**src/rtl/floor_request_tracker_pkg.sv**
```systemverilog
`default_nettype none
// ============================================================================
// Module   : elevator_pkg
// Purpose  : Shared types and position-decode helper for the floor request
//            tracker and its per-car service units.
// Revision : 1.0 - initial release
// ============================================================================
package elevator_pkg;

    typedef enum logic [1:0] {
        START  = 2'd0,
        SIM    = 2'd1,
        PAUSE  = 2'd2,
        ENDING = 2'd3
    } sim_state_e;

    typedef enum logic [0:0] {
        IDLE  = 1'b0,
        DWELL = 1'b1
    } svc_state_e;

    localparam int c_HALF_POS_W = 4;

    // Even half-positions are floor stops; anything above the top floor is invalid.
    function automatic logic half_pos_at_floor(
        input logic [c_HALF_POS_W-1:0] half_pos,
        input logic [c_HALF_POS_W-1:0] max_half_pos
    );
        return (half_pos[0] == 1'b0) && (half_pos <= max_half_pos);
    endfunction

endpackage
`default_nettype wire

```
**src/rtl/floor_request_tracker_service_unit.sv**
```systemverilog
`default_nettype none
// ============================================================================
// Module   : floor_service_unit
// Purpose  : One car's request/destination bitmaps, stop FSM and door-dwell
//            timer; emits a one-cycle serve pulse on each stop.
// Revision : 1.0 - initial release
// ============================================================================
module floor_service_unit
    import elevator_pkg::*;
#(
    parameter int NUM_FLOORS   = 6,
    parameter int DWELL_CYCLES = 8
) (
    input  logic                    clk,
    input  logic                    rst,
    input  sim_state_e              i_sim_state,
    input  logic [NUM_FLOORS-1:0]   i_hall_pulse,
    input  logic [NUM_FLOORS-1:0]   i_car_pulse,
    input  logic [c_HALF_POS_W-1:0] i_half_pos,
    input  logic                    i_dir_up,
    output logic [NUM_FLOORS-1:0]   o_floors_requested,
    output logic [NUM_FLOORS-1:0]   o_floor_destinations,
    output logic                    o_door_open,
    output logic                    o_arrival_dir,
    output logic                    o_serve
);

    localparam int c_CNT_W = (DWELL_CYCLES > 1) ? $clog2(DWELL_CYCLES) : 1;
    localparam logic [c_CNT_W-1:0] c_CNT_LOAD = c_CNT_W'(DWELL_CYCLES - 1);
    localparam logic [c_HALF_POS_W-1:0] c_MAX_HALF_POS = c_HALF_POS_W'(2 * (NUM_FLOORS - 1));

    svc_state_e            r_state;
    svc_state_e            w_state_nxt;
    logic [NUM_FLOORS-1:0] r_req;
    logic [NUM_FLOORS-1:0] w_req_nxt;
    logic [NUM_FLOORS-1:0] r_dst;
    logic [NUM_FLOORS-1:0] w_dst_nxt;
    logic                  r_door;
    logic                  w_door_nxt;
    logic                  r_dir;
    logic                  w_dir_nxt;
    logic [c_CNT_W-1:0]    r_cnt;
    logic [c_CNT_W-1:0]    w_cnt_nxt;
    logic                  w_serve;

    logic                  w_at_floor;
    logic [NUM_FLOORS-1:0] w_floor_mask;
    logic                  w_hit;

    assign w_at_floor   = half_pos_at_floor(i_half_pos, c_MAX_HALF_POS);
    assign w_floor_mask = w_at_floor ? (NUM_FLOORS'(1) << i_half_pos[c_HALF_POS_W-1:1])
                                     : '0;
    assign w_hit        = |((r_req | r_dst) & w_floor_mask);

    always_ff @(posedge clk or negedge rst) begin
        if (!rst) begin
            r_state <= IDLE;
            r_req   <= '0;
            r_dst   <= '0;
            r_door  <= 1'b0;
            r_dir   <= 1'b0;
            r_cnt   <= '0;
        end else begin
            r_state <= w_state_nxt;
            r_req   <= w_req_nxt;
            r_dst   <= w_dst_nxt;
            r_door  <= w_door_nxt;
            r_dir   <= w_dir_nxt;
            r_cnt   <= w_cnt_nxt;
        end
    end

    always_comb begin
        w_state_nxt = r_state;
        w_req_nxt   = r_req;
        w_dst_nxt   = r_dst;
        w_door_nxt  = r_door;
        w_dir_nxt   = r_dir;
        w_cnt_nxt   = r_cnt;
        w_serve     = 1'b0;

        case (i_sim_state)
            START: begin
                w_state_nxt = IDLE;
                w_req_nxt   = '0;
                w_dst_nxt   = '0;
                w_door_nxt  = 1'b0;
                w_dir_nxt   = 1'b0;
                w_cnt_nxt   = '0;
            end
            SIM: begin
                case (r_state)
                    IDLE: begin
                        // Clear is applied after the set so a same-cycle pulse loses.
                        w_req_nxt = r_req | i_hall_pulse;
                        w_dst_nxt = r_dst | i_car_pulse;
                        if (w_hit) begin
                            w_req_nxt   = w_req_nxt & ~w_floor_mask;
                            w_dst_nxt   = w_dst_nxt & ~w_floor_mask;
                            w_state_nxt = DWELL;
                            w_door_nxt  = 1'b1;
                            w_dir_nxt   = i_dir_up;
                            w_cnt_nxt   = c_CNT_LOAD;
                            w_serve     = 1'b1;
                        end
                    end
                    DWELL: begin
                        // Doors are open, so presses for the floor the car sits at are moot.
                        w_req_nxt = r_req | (i_hall_pulse & ~w_floor_mask);
                        w_dst_nxt = r_dst | (i_car_pulse & ~w_floor_mask);
                        if (r_cnt == '0) begin
                            w_state_nxt = IDLE;
                            w_door_nxt  = 1'b0;
                        end else begin
                            w_cnt_nxt = r_cnt - c_CNT_W'(1);
                        end
                    end
                    default: begin
                        w_state_nxt = IDLE;
                    end
                endcase
            end
            default: begin
            end
        endcase
    end

    assign o_floors_requested   = r_req;
    assign o_floor_destinations = r_dst;
    assign o_door_open          = r_door;
    assign o_arrival_dir        = r_dir;
    assign o_serve              = w_serve;

endmodule
`default_nettype wire

```
**src/rtl/floor_request_tracker.sv**
```systemverilog
`default_nettype none
// ============================================================================
// Module   : floor_request_tracker
// Purpose  : Latches hall/car calls for two cars, clears them on stops, runs
//            door dwell per car and counts serviced stops.
// Revision : 1.0 - initial release
// ============================================================================
module floor_request_tracker
    import elevator_pkg::*;
#(
    parameter int NUM_FLOORS   = 6,
    parameter int DWELL_CYCLES = 8,
    parameter int CNT_W        = 10
) (
    input  logic                    clk,
    input  logic                    rst,
    input  logic [1:0]              simState,
    input  logic [2*NUM_FLOORS-1:0] hall_call_pulse,
    input  logic [2*NUM_FLOORS-1:0] car_call_pulse,
    input  logic [7:0]              half_elevatorPositions,
    input  logic [1:0]              directions,
    output logic [2*NUM_FLOORS-1:0] FloorsRequested,
    output logic [2*NUM_FLOORS-1:0] FloorDestinations,
    output logic [1:0]              door_open,
    output logic [1:0]              arrival_dir,
    output logic [CNT_W-1:0]        served_total
);

    sim_state_e         w_sim_state;
    logic [1:0]         w_serve;
    logic [CNT_W+1:0]   w_sum;
    logic [CNT_W-1:0]   r_served_total;

    assign w_sim_state = sim_state_e'(simState);

    // Index 0 is the left car (low bits), index 1 the right car.
    for (genvar g = 0; g < 2; g++) begin : g_car
        floor_service_unit #(
            .NUM_FLOORS   (NUM_FLOORS),
            .DWELL_CYCLES (DWELL_CYCLES)
        ) u_unit (
            .clk                  (clk),
            .rst                  (rst),
            .i_sim_state          (w_sim_state),
            .i_hall_pulse         (hall_call_pulse[g*NUM_FLOORS +: NUM_FLOORS]),
            .i_car_pulse          (car_call_pulse[g*NUM_FLOORS +: NUM_FLOORS]),
            .i_half_pos           (half_elevatorPositions[g*c_HALF_POS_W +: c_HALF_POS_W]),
            .i_dir_up             (directions[g]),
            .o_floors_requested   (FloorsRequested[g*NUM_FLOORS +: NUM_FLOORS]),
            .o_floor_destinations (FloorDestinations[g*NUM_FLOORS +: NUM_FLOORS]),
            .o_door_open          (door_open[g]),
            .o_arrival_dir        (arrival_dir[g]),
            .o_serve              (w_serve[g])
        );
    end

    assign w_sum = {2'b00, r_served_total}
                 + {{(CNT_W+1){1'b0}}, w_serve[0]}
                 + {{(CNT_W+1){1'b0}}, w_serve[1]};

    always_ff @(posedge clk or negedge rst) begin
        if (!rst) begin
            r_served_total <= '0;
        end else if (w_sim_state == START) begin
            r_served_total <= '0;
        end else if (w_sim_state == SIM) begin
            if (|w_sum[CNT_W+1:CNT_W]) begin
                r_served_total <= '1;
            end else begin
                r_served_total <= w_sum[CNT_W-1:0];
            end
        end
    end

    assign served_total = r_served_total;

endmodule
`default_nettype wire

```
**config.mk**
```make
export PLATFORM = sky130hd
export DESIGN_NAME = floor_request_tracker
export DESIGN_NICKNAME = d
export VERILOG_FILES = /design/src/rtl/floor_request_tracker_pkg.sv /design/src/rtl/floor_request_tracker_service_unit.sv /design/src/rtl/floor_request_tracker.sv
export SDC_FILE = /design/constraint.sdc
export NUM_CORES = 1
export LEC_CHECK = 0
export CAP_MARGIN = 20
export CORE_ASPECT_RATIO = 0.75
export CORE_UTILIZATION = 43
export CTS_BUF_LIST = sky130_fd_sc_hd__clkbuf_16
export DETAILED_ROUTE_END_ITERATION = 7
export PLACE_DENSITY = 0.73
export SYNTH_ARGS = -nofsm -noshare
export SYNTH_HDL_FRONTEND = slang
export SYNTH_SLANG_ARGS = --single-unit
```
**constraint.sdc**
```tcl
create_clock -name clk -period 2.7 [get_ports clk]
set_input_delay 0.54 -clock clk [delete_from_list [all_inputs] [get_ports clk]]
set_output_delay 0.54 -clock clk [all_outputs]
set_load 0.005 [all_outputs]
```
### After elaboration in Yosys (flattened, before gate mapping)

Index checks and enable logic that the tools add are counted.

| word-level totals | value |
|---|---|
| flip-flop bits (word level) | 46 |
| input bits | 38 |
| logic and storage cells | 124 |

| operators by class | value |
|---|---|
| $add $sub $neg | 4 |
| order comparisons | 2 |
| equality and inequality tests | 11 |
| shift-type cells | 2 |
| muxes and demuxes | 51 |
| bitwise gates (word level) | 26 |
| reduce and logical (&&, ||, !) cells | 15 |

Operator list:

| operator | number |
|---|---|
| one-hot mux 6 bit (2 select lines) | 8 |
| AND 6 bit | 10 |
| bitwise OR 6 bit | 10 |
| two-way mux 6 bit | 6 |
| two-way mux 10 bit | 3 |
| one-hot mux 3 bit (2 select lines) | 4 |
| one-hot mux 1 bit (2 select lines) | 10 |
| AND reduction 3 bit | 6 |
| two-way mux 1 bit | 16 |
| adder 11 x 1 -> 12 bit | 1 |
| two-way mux 3 bit | 4 |
| != test 3 bit, second input constant | 4 |
| inverter 6 bit | 2 |
| OR reduction 6 bit | 2 |
| << shifter 1 x 3 -> 6 bit, first input constant | 2 |
| adder 10 x 1 -> 11 bit | 1 |
| less-or-equal comparator 4 bit, second input constant | 2 |
| logical NOT 3 bit | 2 |
| != test 3 x 2 -> 1 bit, second input constant | 2 |
| subtractor 3 x 1 -> 3 bit, second input constant | 2 |
| != test 2 x 1 -> 1 bit, second input constant | 2 |
| != test 2 bit, second input constant | 2 |
| inverter 1 bit | 4 |
| == test 2 x 1 -> 1 bit, second input constant | 1 |
| 4 further kinds | 5 |

### Depth between registers and ports, before layout

| depth | value |
|---|---|
| depth in word-level cells | 14 |
| depth in mapped cells | 11 |
| mapped depth without buffers | 11 |

### Modules after synthesis

A second synthesis with hierarchy kept.

| unflattened totals | value |
|---|---|
| cell total of the unflattened synthesis | 331 |
| area total of the unflattened synthesis | 2,894.0 um^2 |

Modules (own cells, without submodules):

| module | times used | cells an instance | area an instance (um^2) |
|---|---|---|---|
| floor_service_unit | 2 | 137 | 1,156.1 |
| floor_request_tracker | 1 | 57 | 581.8 |

### Worst setup path before layout

No wires, ideal clock.

| timing path | value |
|---|---|
| kind | input to register |
| from | input half_elevatorPositions[4] |
| to | register r_served_total[3], in the netlist served_total[3] |
| data arrival time | 2.880 ns |
| data required time | 2.635 ns |
| setup slack | -0.245 ns |
| cell stages on the path | 11 |
| cells stage by stage | or4_1 o22ai_2 o31ai_1 nor2_1 fa_1 ha_1 nand4_1 nor3_1 nor2_1 nor2_1 o22a_1 |

| on the way | value |
|---|---|
| longest elaborated chain between the ends | 13 |
| elaborated cells on any way between the ends | 14 |
| classes of those cells | 1 x add/sub; 1 x order compare; 7 x mux; 2 x bitwise; 3 x reduce/logical |

RTL lines:

| what | line | text |
|---|---|---|
| start: declaration | floor_request_tracker.sv:20 | `input logic [7:0] half_elevatorPositions,` |
| less-or-equal comparator 4 bit / inverter 1 bit (equally long branches) | floor_request_tracker_pkg.sv:29 | `return (half_pos[0] == 1'b0) && (half_pos <= max_half_pos);` |
| logical AND 1 bit * | floor_request_tracker_pkg.sv:29 |  |
| two-way mux 6 bit * | floor_request_tracker_service_unit.sv:51 | `assign w_floor_mask = w_at_floor ? (NUM_FLOORS'(1) << i_half_pos[c_HALF_POS_W-1:1])` |
| AND 6 bit * | floor_request_tracker_service_unit.sv:53 | `assign w_hit = \|((r_req \| r_dst) & w_floor_mask);` |
| OR reduction 6 bit * | floor_request_tracker_service_unit.sv:53 |  |
| two-way mux 1 bit * | floor_request_tracker_service_unit.sv:97 | `if (w_hit) begin` |
| two-way mux 1 bit * | floor_request_tracker_service_unit.sv:92 | `case (r_state)` |
| two-way mux 1 bit * | floor_request_tracker_service_unit.sv:82 | `case (i_sim_state)` |
| adder 11 x 1 -> 12 bit * | floor_request_tracker.sv:59 | `+ {{(CNT_W+1){1'b0}}, w_serve[1]};` |
| OR reduction 2 bit | floor_request_tracker.sv:67 | `if (\|w_sum[CNT_W+1:CNT_W]) begin` |
| two-way mux 10 bit * | floor_request_tracker.sv:67 |  |
| two-way mux 10 bit * | floor_request_tracker.sv:66 | `end else if (w_sim_state == SIM) begin` |
| two-way mux 10 bit * | floor_request_tracker.sv:64 | `end else if (w_sim_state == START) begin` |
| end signal: assignment | floor_request_tracker.sv:70 | `r_served_total <= w_sum[CNT_W-1:0];` |
| end: declaration | floor_request_tracker.sv:32 | `logic [CNT_W-1:0] r_served_total;` |

Every way passes the cells marked *; elsewhere a longest branch is shown, timed or not. The select of a mux whose other input is x is not followed.
A chain may end at the register's enable or synchronous reset.

### Final worst setup path

| timing path | value |
|---|---|
| from | input half_elevatorPositions[1] |
| to | register r_served_total[3], in the netlist served_total[3] |

| on the way | value |
|---|---|
| longest elaborated chain between the ends | 14 |
| elaborated cells on any way between the ends | 15 |
| classes of those cells | 2 x add/sub; 1 x order compare; 1 x shift; 7 x mux; 1 x bitwise; 3 x reduce/logical |

RTL lines:

| what | line | text |
|---|---|---|
| less-or-equal comparator 4 bit | floor_request_tracker_pkg.sv:29 |  |
| logical AND 1 bit | floor_request_tracker_pkg.sv:29 |  |
| two-way mux 6 bit * | floor_request_tracker_service_unit.sv:51 |  |
| AND 6 bit * | floor_request_tracker_service_unit.sv:53 |  |
| OR reduction 6 bit * | floor_request_tracker_service_unit.sv:53 |  |
| two-way mux 1 bit * | floor_request_tracker_service_unit.sv:97 |  |
| two-way mux 1 bit * | floor_request_tracker_service_unit.sv:92 |  |
| two-way mux 1 bit * | floor_request_tracker_service_unit.sv:82 |  |
| adder 10 x 1 -> 11 bit * | floor_request_tracker.sv:58 | `+ {{(CNT_W+1){1'b0}}, w_serve[0]}` |
| adder 11 x 1 -> 12 bit * | floor_request_tracker.sv:59 |  |
| OR reduction 2 bit | floor_request_tracker.sv:67 |  |
| two-way mux 10 bit * | floor_request_tracker.sv:67 |  |
| two-way mux 10 bit * | floor_request_tracker.sv:66 |  |
| two-way mux 10 bit * | floor_request_tracker.sv:64 |  |

Marks and branches as above.

==> run_results.csv <==
group,metric,value,unit
outcome,status,"finished clean",
cts,clkTransAtPathRegs,60,ps
yosys,syn_area,2630,um^2
cts,clock-root-buffer,"clkbuf_16",
yosys,synth_nets,339,
global_route,grt_antenna_before_repair,0,
drt,vias_per_cell,5.69,
critical_path,crit_fanout,6,
layout,layout.cells.non_filler,483,
critical_path,r2r_setup_slack,80,ps
yosys,synth.avg_cell_area,8.90,um^2
yosys,synth_seq_cells,46,
critical_path,rr_startpoint,"g_car[0].u_unit.o_floor_destinations[0]",
yosys,yosysWarnings,0,
critical_path,reg2reg_to,"served_total[9]",
drt,wl_per_cell,16.0,um
timing,relSlewSlack,0.455,
cts,cts_sinks,46,
layout,layout_commonest_cell,"clkdlybuf4s50_1",
timing,fin_skew,6.51,ps
place,port-buffer-count,75,
critical_path,max_stage_delay,370,ps
timing,finalHoldViolCount,0,
floorplan,initial_core_util,0.449,
critical_path,slowest_stage,"nor4b_2",
yosys,synth.distinct_cells,43,
floorplan,dieArea,6430,um^2
timing,tightestPinTransition,804,ps
global_route,grt_max_degree,34,
layout,layout_common_cells,"clkdlybuf4s50_1, dfrtp_1, a21oi_1, buf_4",
yosys,synthArstFlopShare,1.00,
place,gp_congestion,0.927,
cts,numCtsBuffers,5,
pwr,power_density,563,nW/um^2
drt,ant_nets,0,
critical_path,crit_family,"simple AND/OR/NAND/NOR gates",
floorplan,core_area,5860,um^2
cts,worstSkewPairLatency,290,ps
cts,ctsHtreeMaxLevel,2,
floorplan,die_h,69.7,um
drt,vias,2747,
timing,layout_min_cycle_time,2640,ps
min_path,hold_class,"in -> async",
timing,fin_crit_sh,0.978,
critical_path,cp_cell_sequence,"clkdlybuf4s15_2, nor4b_2, a22oi_2, a31o_2, nor2_4, fa_2, ha_4, nand4_1, nor3_2, buf_4, nor2_2, nor2_1, o22a_1",
yosys,synth_area_leaders,"dfrtp_1, a21oi_1, o21ai_0",
drt,drtIter0Drc,203,
yosys,synthCells,295,
pwr,p_leak,1.70,nW
layout,drive_above_1_share,0.237,
layout,fin_util,0.695,
drt,drc,0,
run,drv_cap,0,
critical_path,end_kind,"flip-flop",
global_route,grtUsageTotal,0.241,
drt,wl,7.71,mm
cts,cts_hold_buf,0,
critical_path,worstSetupPathType,"in -> reg",
timing,setup_viol,0,
layout,antennaDiodeCount,0,
global_route,grt_pass1_vias,2612,
yosys,seq_area_frac_synth,0.438,
layout,syn_to_final_growth,54.9,%
global_route,grt_first_pass_wirelength,12.2,mm
cts,cts_max_path_buffers,2,
timing,rsz0062_at_grt,"true",
critical_path,timing.critical_path.buf_inv,2,
layout,fillCellCount,468,
place,place_hpwl,5.37,mm
critical_path,r2r_cells,11,
layout,final_nets,448,
timing,final-max-slew-violation-count,0,
critical_path,required,2920,ps
floorplan,row_count,24,
yosys,yosysTopAreaCell,"dfrtp_1",
critical_path,critPathArrivalTime,2870,ps
layout,regArea,1150,um^2
layout,multi_input_area,1510,um^2
cts,cts_tree,"yes",
yosys,yosys.area.top_type_share,0.438,
global_route,grt_overflow,0,
place,placed_cells,468,
timing,finalSetupTns,0,ps
yosys,ys.flop_type,"dfrtp_1",
timing,timing.fmax,379,MHz
critical_path,worstSetupStartpointType,"input port",
floorplan,io_pins,76,
floorplan,die_x,92.2,um
drt,firstDrtPassIters,4,
yosys,synth_edf_count,0,
pwr,peakVddDrop,0.000328,V
repair_timing:
item,4_1_cts,5_1_grt
setup endpoints to repair,10,10
resized for setup,43,19
buffers inserted,5,2
pin swaps,16,17
cell families (layout without fill, tap and decap cells):
logic type / after synthesis / after routing / share of synthesized area
buffers and inverters: 38 / 148 / 0.0605
flip-flops: 46 / 46 / 0.438
AND/OR/NAND/NOR: 90 / 90 / 0.192
AO/OA/AOI/OAI: 115 / 115 / 0.277
adder cells (fa/ha/maj): 6 / 6 / 0.0314
power by group:
part	internal, mW	switching, mW
combinational	0.361	0.331
sequential	0.801	0.0928
clock	0.437	0.269
total	1.60	0.694
Yosys cell counts, types with 4 or more instances:
cell / n
nor3_1: 4
nor2_1: 25
and2_1: 6
ha_1: 5
dfrtp_1: 46
o22a_1: 6
o21ai_0: 24
a21oi_1: 43
inv_1: 22
nand2_1: 8
or2_2: 6
and3_1: 4
nand3_1: 13
a22oi_1: 4
buf_4: 4
o211ai_1: 15
clkbuf_1: 10
a31oi_1: 5
layout make-up:
cell class              count  share of cell area
flip-flops and latches     46               0.283
clock buffers               5              0.0308
multi-input cells         211               0.371
well taps                  78              0.0240
clock inverters             3              0.0111
repair buffers            117               0.259
inverters                  23              0.0212
layer usage:
| layer | track usage | part of all wire | vias up |
|---|---|---|---|
| li1 | - | - | 1312 |
| met2 | 0.395 | 0.47 | 96 |
| met4 | 0.0660 | 0.0075 | 0 |
| met1 | 0.325 | 0.46 | 1333 |
| met3 | 0.0504 | 0.054 | 6 |
| met5 | 0 | 0 | - |
worst max-delay path by stage:
stage | start | endpoint | cells after the start
6_report | half_elevatorPositions[1] | served_total[3] | 13
5_1_grt | half_elevatorPositions[1] | served_total[8] | 12
4_1_cts | half_elevatorPositions[3] | served_total[7] | 13
3_5_place_dp | half_elevatorPositions[3] | served_total[7] | 12
3_3_place_gp | half_elevatorPositions[3] | served_total[5] | 11
2_1_floorplan | half_elevatorPositions[4] | served_total[3] | 11
worst reg2reg max path, delay by kind of cell, from the launching register on:
kind            cells  cell delay (ps)
compound gates      4              790
fa+ha+maj           2              550
simple gates        3              510
flops               1              410
buf+inv             2              230
per-stage QoR:
step                      instance area (um^2)  total power [mW]  hold WS [ps]  worst slack [ps]
after floorplan                           2700              1.25           244             -7.95
after global placement                    3750              1.53           484              -608
after detailed placement                  3750              1.56           487              -814
after CTS                                 4000              2.28           187             0.487
after global routing                      4070              2.41           193             -39.8
final                                     4070              2.29           165              58.1
sequential cells by signal, summed over array words and instances (netlist names):
name,count
g_car.u_unit.o_arrival_dir,2
g_car.u_unit.o_door_open,2
g_car.u_unit.o_floor_destinations,12
g_car.u_unit.o_floors_requested,12
g_car.u_unit.r_cnt,6
g_car.u_unit.r_state,2
served_total,10
Note: power is estimated with default switching activity, not from simulation.
